==> src/rtl/delay_pipe.sv <==
// -----------------------------------------------------------------------------
// delay_pipe
//
// Flow-controlled fixed-latency delay line. A DATA_W-bit payload with a valid
// qualifier travels through DEPTH register stages. The last stage is the output
// register. Used between datapath units to align operand streams whose
// producers and consumers may stall.
//
// Features:
//   - ready/valid backpressure on both sides
//   - synchronous flush (clears every valid bit, leaves data registers alone)
//   - registered occupancy count
//   - optional bubble collapsing, enabled by defining
//     DELAY_PIPE_BUBBLE_COLLAPSE_EN. When it is undefined, a stalled output
//     freezes the whole pipe, bubbles included.
//
// Ports:
//   clk        rising-edge clock
//   rst_n      asynchronous active-low reset
//   flush      synchronous clear of all stages
//   in_data    input payload
//   in_valid   input beat present
//   in_ready   stage 0 can load this cycle (combinational, independent of in_valid)
//   out_data   stage DEPTH-1 payload (register output)
//   out_valid  stage DEPTH-1 valid (register output)
//   out_ready  consumer accepts the output beat
//   count      number of valid stages (register output)
// -----------------------------------------------------------------------------
module delay_pipe #(
    parameter  int DATA_W = 14,
    parameter  int DEPTH  = 9,
    localparam int CNT_W  = $clog2(DEPTH + 1)
) (
    input  logic              clk,
    input  logic              rst_n,
    input  logic              flush,
    input  logic [DATA_W-1:0] in_data,
    input  logic              in_valid,
    output logic              in_ready,
    output logic [DATA_W-1:0] out_data,
    output logic              out_valid,
    input  logic              out_ready,
    output logic [CNT_W-1:0]  count
);

    logic [DATA_W-1:0] d_reg [DEPTH];
    logic [DATA_W-1:0] d_src [DEPTH];
    logic [DEPTH-1:0]  v_reg;
    logic [DEPTH-1:0]  v_src;
    logic [DEPTH-1:0]  v_next;
    logic [DEPTH-1:0]  adv;
    logic [CNT_W-1:0]  count_reg;
    logic [CNT_W-1:0]  count_next;
    logic              accepted;
    logic              taken;

    genvar gi;

`ifdef DELAY_PIPE_BUBBLE_COLLAPSE_EN
    // A stage may load when it is empty or when its occupant moves on. Unrolled,
    // stage gi can advance whenever the output drains or any stage from gi to
    // the output is empty. Written in closed form so there is no
    // bit-to-bit combinational chain through one vector.
    generate
        for (gi = 0; gi < DEPTH; gi++) begin : g_adv
            assign adv[gi] = out_ready | ~(&v_reg[DEPTH-1:gi]);
        end
    endgenerate
`else
    // Global stall: every stage moves together, so bubbles keep their spacing.
    generate
        for (gi = 0; gi < DEPTH; gi++) begin : g_adv
            assign adv[gi] = out_ready | ~v_reg[DEPTH-1];
        end
    endgenerate
`endif

    // Each stage's load source: the input port for stage 0, else its upstream neighbour.
    generate
        for (gi = 0; gi < DEPTH; gi++) begin : g_src
            if (gi == 0) begin : g_head
                assign d_src[gi] = in_data;
                assign v_src[gi] = in_valid;
            end else begin : g_body
                assign d_src[gi] = d_reg[gi-1];
                assign v_src[gi] = v_reg[gi-1];
            end
        end
    endgenerate

    // While flush is high, in_ready is 0, so stage 0 never captures a beat
    // that the count would miss.
    assign in_ready  = rst_n & adv[0] & ~flush;
    assign accepted  = in_valid & in_ready;
    assign taken     = out_valid & out_ready;

    always_comb begin
        v_next = v_reg;
        if (flush) begin
            v_next = '0;
        end else begin
            for (int i = 0; i < DEPTH; i++) begin
                if (adv[i]) begin
                    v_next[i] = v_src[i];
                end
            end
        end
    end

    // A beat taken during a flush still counts as delivered. The flush result
    // is 0 either way.
    always_comb begin
        count_next = count_reg + CNT_W'(accepted) - CNT_W'(taken);
        if (flush) begin
            count_next = '0;
        end
    end

    always_ff @(posedge clk or negedge rst_n) begin
        if (!rst_n) begin
            v_reg     <= '0;
            count_reg <= '0;
            for (int i = 0; i < DEPTH; i++) begin
                d_reg[i] <= '0;
            end
        end else begin
            v_reg     <= v_next;
            count_reg <= count_next;
            // Data registers keep their contents across a flush. Only the
            // valid bits clear.
            if (!flush) begin
                for (int i = 0; i < DEPTH; i++) begin
                    if (adv[i]) begin
                        d_reg[i] <= d_src[i];
                    end
                end
            end
        end
    end

    assign out_data  = d_reg[DEPTH-1];
    assign out_valid = v_reg[DEPTH-1];
    assign count     = count_reg;

endmodule

==> config.mk <==
export PLATFORM = sky130hd
export DESIGN_NAME = delay_pipe
export DESIGN_NICKNAME = d
export VERILOG_FILES = /design/src/rtl/delay_pipe.sv
export SDC_FILE = /design/constraint.sdc
export NUM_CORES = 1
export LEC_CHECK = 0
export CORE_MARGIN = 2
export CORE_UTILIZATION = 35
export DETAILED_ROUTE_END_ITERATION = 7
export PLACE_DENSITY_LB_ADDON = 0.12
export SLEW_MARGIN = 20
export SYNTH_ARGS = -nofsm -noshare
export SYNTH_HDL_FRONTEND = slang
export SYNTH_SLANG_ARGS = --single-unit
export TNS_END_PERCENT = 30
==> constraint.sdc <==
create_clock -name clk -period 2.3 [get_ports clk]
set_input_delay 0.345 -clock clk [delete_from_list [all_inputs] [get_ports clk]]
set_output_delay 0.345 -clock clk [all_outputs]
set_load 0.02 [all_outputs]
Word-level counts from Yosys, hierarchy flattened
Index checks and enable logic that the tools add are counted.
- input bits: 19
- RAM bits: 0
- output and inout port bits: 20
- register bits: 139
- logic and storage cells: 33
- memories: 0
- bits in latches: 0
- ROM bits: 0
- bitwise logic cells: 7
- equal/unequal tests: 0
- $lt $le $gt $ge: 0
- multipliers: 0
- divide/modulo/power cells: 0
- reductions and logical operators: 2
- $add $sub $neg: 2
- mux-type cells: 11
- shift operators: 0
- operators with widths (cell ; count):
    1-bit 2-to-1 mux ; 9
    9-bit 2-to-1 mux ; 1
    4-bit by 1-bit adder with 4-bit output ; 1
    1-bit AND ; 4
    4-bit 2-to-1 mux ; 1
    4-bit by 1-bit subtractor with 4-bit output ; 1
    1-bit NOT ; 2
    2-bit AND reduction ; 1
    2-bit nonzero test ; 1
    1-bit bitwise OR ; 1

Longest topological paths before layout
- depth in word-level cells: 8
- gate-level depth with buffers: 12

Least setup slack after synthesis
No wires, ideal clock.
- path kind: register to register
- start point: reg v_reg[8]
- end point: reg count_reg[2] (netlist: count[2])
- setup time: 0.132 ns
- clock period less this slack: 2.417 ns
- cell stages (with the launch flop): 13
- arrival: 2.285 ns
- path slack: -0.117 ns
- path through: dfrtp_1 nor2b_2 buf_6 nor2_4 buf_6 buf_6 nand3_1 ha_1 inv_1 ha_1 fa_1 xnor2_1 nor2_1
- cells in the longest elaborated chain, start to end: 8
- elaborated cells on any way between the ends: 9
- classes of those cells: 2 x add/sub; 1 x mux; 6 x bitwise
- ends and longest elaborated chain (what ; RTL line ; source):
    start: declaration ; 48 ; logic [DEPTH-1:0] v_reg;
    start signal: assignment ; 127 ; v_reg <= v_next;
    1-bit NOT ; 73 ; assign adv[gi] = out_ready | ~v_reg[DEPTH-1];
    1-bit bitwise OR ; 73 ;
    1-bit AND (2 in series) ; 93 ; assign in_ready = rst_n & adv[0] & ~flush;
    1-bit AND ; 94 ; assign accepted = in_valid & in_ready;
    4-bit by 1-bit adder with 4-bit output ; 113 ; count_next = count_reg + CNT_W'(accepted) - CNT_W'(taken);
    4-bit by 1-bit subtractor with 4-bit output (*) ; 113 ;
    4-bit 2-to-1 mux (*) ; 114 ; if (flush) begin
    named net count_next[2] ; 53 ; logic [CNT_W-1:0] count_next;
    end signal: assignment ; 128 ; count_reg <= count_next;
    end: declaration ; 52 ; logic [CNT_W-1:0] count_reg;
The timed path passes the listed nets; every way through them passes the cells marked *.
A chain may end at the register's enable or synchronous reset.

Final worst setup path
- start point: reg v_reg[8]
- end point: out in_ready
- cells in the longest elaborated chain, start to end: 4
- ends and longest elaborated chain (what ; RTL line ; source):
    1-bit NOT ; 73 ;
    1-bit bitwise OR ; 73 ;
    1-bit AND (2 in series) ; 93 ;
    end: declaration ; 39 ; output logic in_ready,
Every way passes these cells.

==> impl_metrics.csv <==
group,metric,value,unit
clock_network,cts_made_buffers,17,
layout,share_of_layout_cells_above_drive_strength_1,43.43,%
logic_synthesis,count_of_state_elements_after_synthesis,139,
timing,finalMaxSlewViolations,0,
grt,grt_first_pass_wirelength,14210,um
layout,instances_no_fill,616,
power,power_switching,1.788,mW
logic_synthesis,synth.area.top_cells,"dfrtp_1 58%, mux2_4 25%, mux2_2 4.7%, buf_12 3.7%, buf_4 1.8%",
place,routabilityCongestion,0.6364,
logic_synthesis,yosysWarningCount,0,
timing,setup-violations-final,0,
drt,wl_per_cell,13.12,um
power,p_leak,3.224,nW
clock_network,clock_path_buffers,2,
clock_network,root_buffer,"clkbuf_16",
hold_path,min_path_type,"in2async",
critical_path,crit_path_start,"v_reg[8]",
layout,largest_reg_flops,112,
place,port_buffers,38,
power,pwr-share-comb,19.8,%
grt,antenna_found_initial,0,
place,placement.cell_area,6349,um2
logic_synthesis,synthDominantAreaCellType,"dfrtp_1",
layout,nNetsFinal,407,
grt,grt_use_total,10.14,%
floorplanning,die-area,18070,um2
layout,multi_input_logic_area,2092,um2
floorplanning,die-height,134.4,um
drt,vias,2618,
clock_network,setup_buffers_after_cts,0,
drt,total_detailed_routing_wirelength,8079,um
critical_path,worstSetupPathType,"reg2out",
power,worst_ir_drop_vdd,573.9,uV
timing,min_period_over_period,85.99,%
drt,drt-vias-per-instance,4.250,
timing,setup_tns,0,ns
critical_path,crit_path_start_kind,"flip-flop",
drt,drt_first_pass_iters,4,
floorplanning,io-pin-count,39,
floorplanning,dieWidth,134.4,um
floorplanning,fp.coreArea,16580,um2
layout,area_delta_synth_final,17.19,%
timing,transition_time_at_the_pin_with_the_least_slew_margin,0.7220,ns
logic_synthesis,yosysTopAreaCellShare,58.43,%
logic_synthesis,synth.distinct_cells,21,
logic_synthesis,synthesis.area,5953,um2
clock_network,clk_pin_slew_worst_paths,0.06,ns
grt,grt_start_max_net_pins,136,
drt,total_drc_errors_in_the_routed_layout,0,
timing,period_needed,1.978,ns
power,p_per_area,1117,nW/um2
critical_path,r2r-start,"v_reg[8]",
drt,antenna_left,0,
critical_path,worst_setup_path_end_kind,"primary output",
timing,worst_clock_skew,0.004245,ns
place,place_inst,583,
timing,fin_worst_hold_slack,0.3068,ns
clock_network,cts.sinks,139,
outcome,status,"complete, no violations",
floorplanning,placement_rows,47,
critical_path,worst-endpoint-arrival,1.63,ns
place,detailed_place_hpwl,4738,um
logic_synthesis,syn_area_per_cell,17.16,um2
critical_path,worst-path-max-fanout,4,
drt,detail_route.iter0.violations,114,
timing,max_slew_margin,51.87,%
logic_synthesis,mappedNetlistNets,371,
timing,hold_viol,0,
power,internal_power,6.006,mW
logic_synthesis,post_synthesis_cell_count,347,
clock_network,htree_levels,4,
flow_run,max_cap_viols,0,
critical_path,cp_data_required_time,1.96,ns
power,pwr-share-seq,44.5,%
layout,final-seq-area,3480,um2
clock_network,clock_latency,0.41,ns
grt,grt_remaining_overflow,0,
clock_network,tritoncts,"done",
layout,layout.cell_area.non_filler,6977,um2
power,swShare,22.94,%
timing,grt_setup_unrepaired,"no",
floorplanning,start_util,35.90,%
layout,fillCellCount,1493,
logic_synthesis,synth-seq-area-share,58.43,%
layout,antenna_cells,0,
grt,first_global_vias,2733,
timing,achievable-frequency,505.6,MHz
power,proportion_of_power_drawn_by_the_clock_network,35.7,%
layout,post-route-util,42.07,%
-- repair_timing --
item,CTS,global route
endpoints found under the setup margin,1,0
hold endpoints to repair,4,0
gates resized for setup,1,0
hold buffers,1,0
-- synthesized netlist by cell type --
library cell and n:
buf_6 4, dfrtp_1 139, ha_1 4, a21o_1 1
nor2b_1 2, mux2_2 25, xnor2_1 2, a21oi_1 10
or2b_1 1, nor2_1 3, nand3_1 3, inv_1 4
nor2b_2 1, clkbuf_1 2, buf_12 11, fa_1 1
mux2_4 101, buf_4 14, and2_1 2, nor2_4 1
nand2_1 16
-- worst max-delay path: stages, from the launching register on --
cell	delay, ns
dfrtp_2	0.42
nor2b_4	0.14
nor2_4	0.10
buf_4	0.12
and2_1	0.12
dlygate4sd2_1	0.33
-- through the flow --
stage / total power [mW] / setup WS [ns]
after detailed placement: 5.086 / -0.04371
after global placement: 5.033 / 0.009193
after CTS: 7.933 / 0.2730
final: 7.794 / 0.3223
after floorplan: 4.764 / -0.05092
after global routing: 8.189 / 0.2151
-- path summary, 6_finish.rpt --
check                           slack (ns)         to  cells after the start
worst min register to register        0.50  d_reg[96]                      1
worst min-delay path                  0.31   v_reg[7]                      2
worst max-delay path                  0.32   in_ready                      5
min in group clk                      0.50  d_reg[96]                      1
max in group asynchronous             1.08  d_reg[92]                      3
worst max register to register        0.36   count[1]                      8
-- area by class of cell --
type                            count  share of cell area [%]
Multi-Input combinational cell    173                   29.99
Inverter                            4                  0.2152
Timing Repair Buffer               48                   7.102
Clock buffer                       26                   7.730
Clock inverter                      6                   1.148
Sequential cell                   139                   49.87
Tap cell                          220                   3.945
-- power by group through the flow --
stage | combinational [mW] | sequential, mW | clock (mW)
floorplan | 1.37 | 3.39 | 0
global placement | 1.53 | 3.50 | 0
detailed placement | 1.56 | 3.53 | 0
CTS | 1.56 | 3.49 | 2.88
global route | 1.65 | 3.57 | 2.98
finish | 1.54 | 3.47 | 2.78
-- kinds of logic (layout without fill, tap and decap cells) --
kind of cell	after synthesis	in the layout	share of synthesized area (%)
AOI/OAI and AO/OA	11	11	0.9669
xor gates and xnor gates	2	2	0.2943
adders and majority gates	5	5	1.177
buffers and inverters	35	84	6.599
DFF	139	139	58.43
muxes	126	126	30.20
and+or+nand+nor	29	29	2.333
-- cell usage in the layout, fill, tap and decap left out, types with 3 or more instances in the layout --
cell type	instances
dfrtp_1	138
mux2_4	101
clkdlybuf4s50_1	36
mux2_2	25
clkbuf_16	17
nand2_1	16
a21oi_1	10
clkbuf_8	8
buf_4	6
inv_1	4
clkinv_2	4
nand3_1	3
nor2_1	3
ha_1	3
buf_12	3
-- layer usage --
layer	global-route usage [%]	routed length (um)	vias up
met4	5.789	193	0
met1	14.87	4442	1291
met3	3.439	307	16
li1	-	-	1263
met5	0	0	-
met2	12.81	3135	48
(Power assumes the default switching activity.)
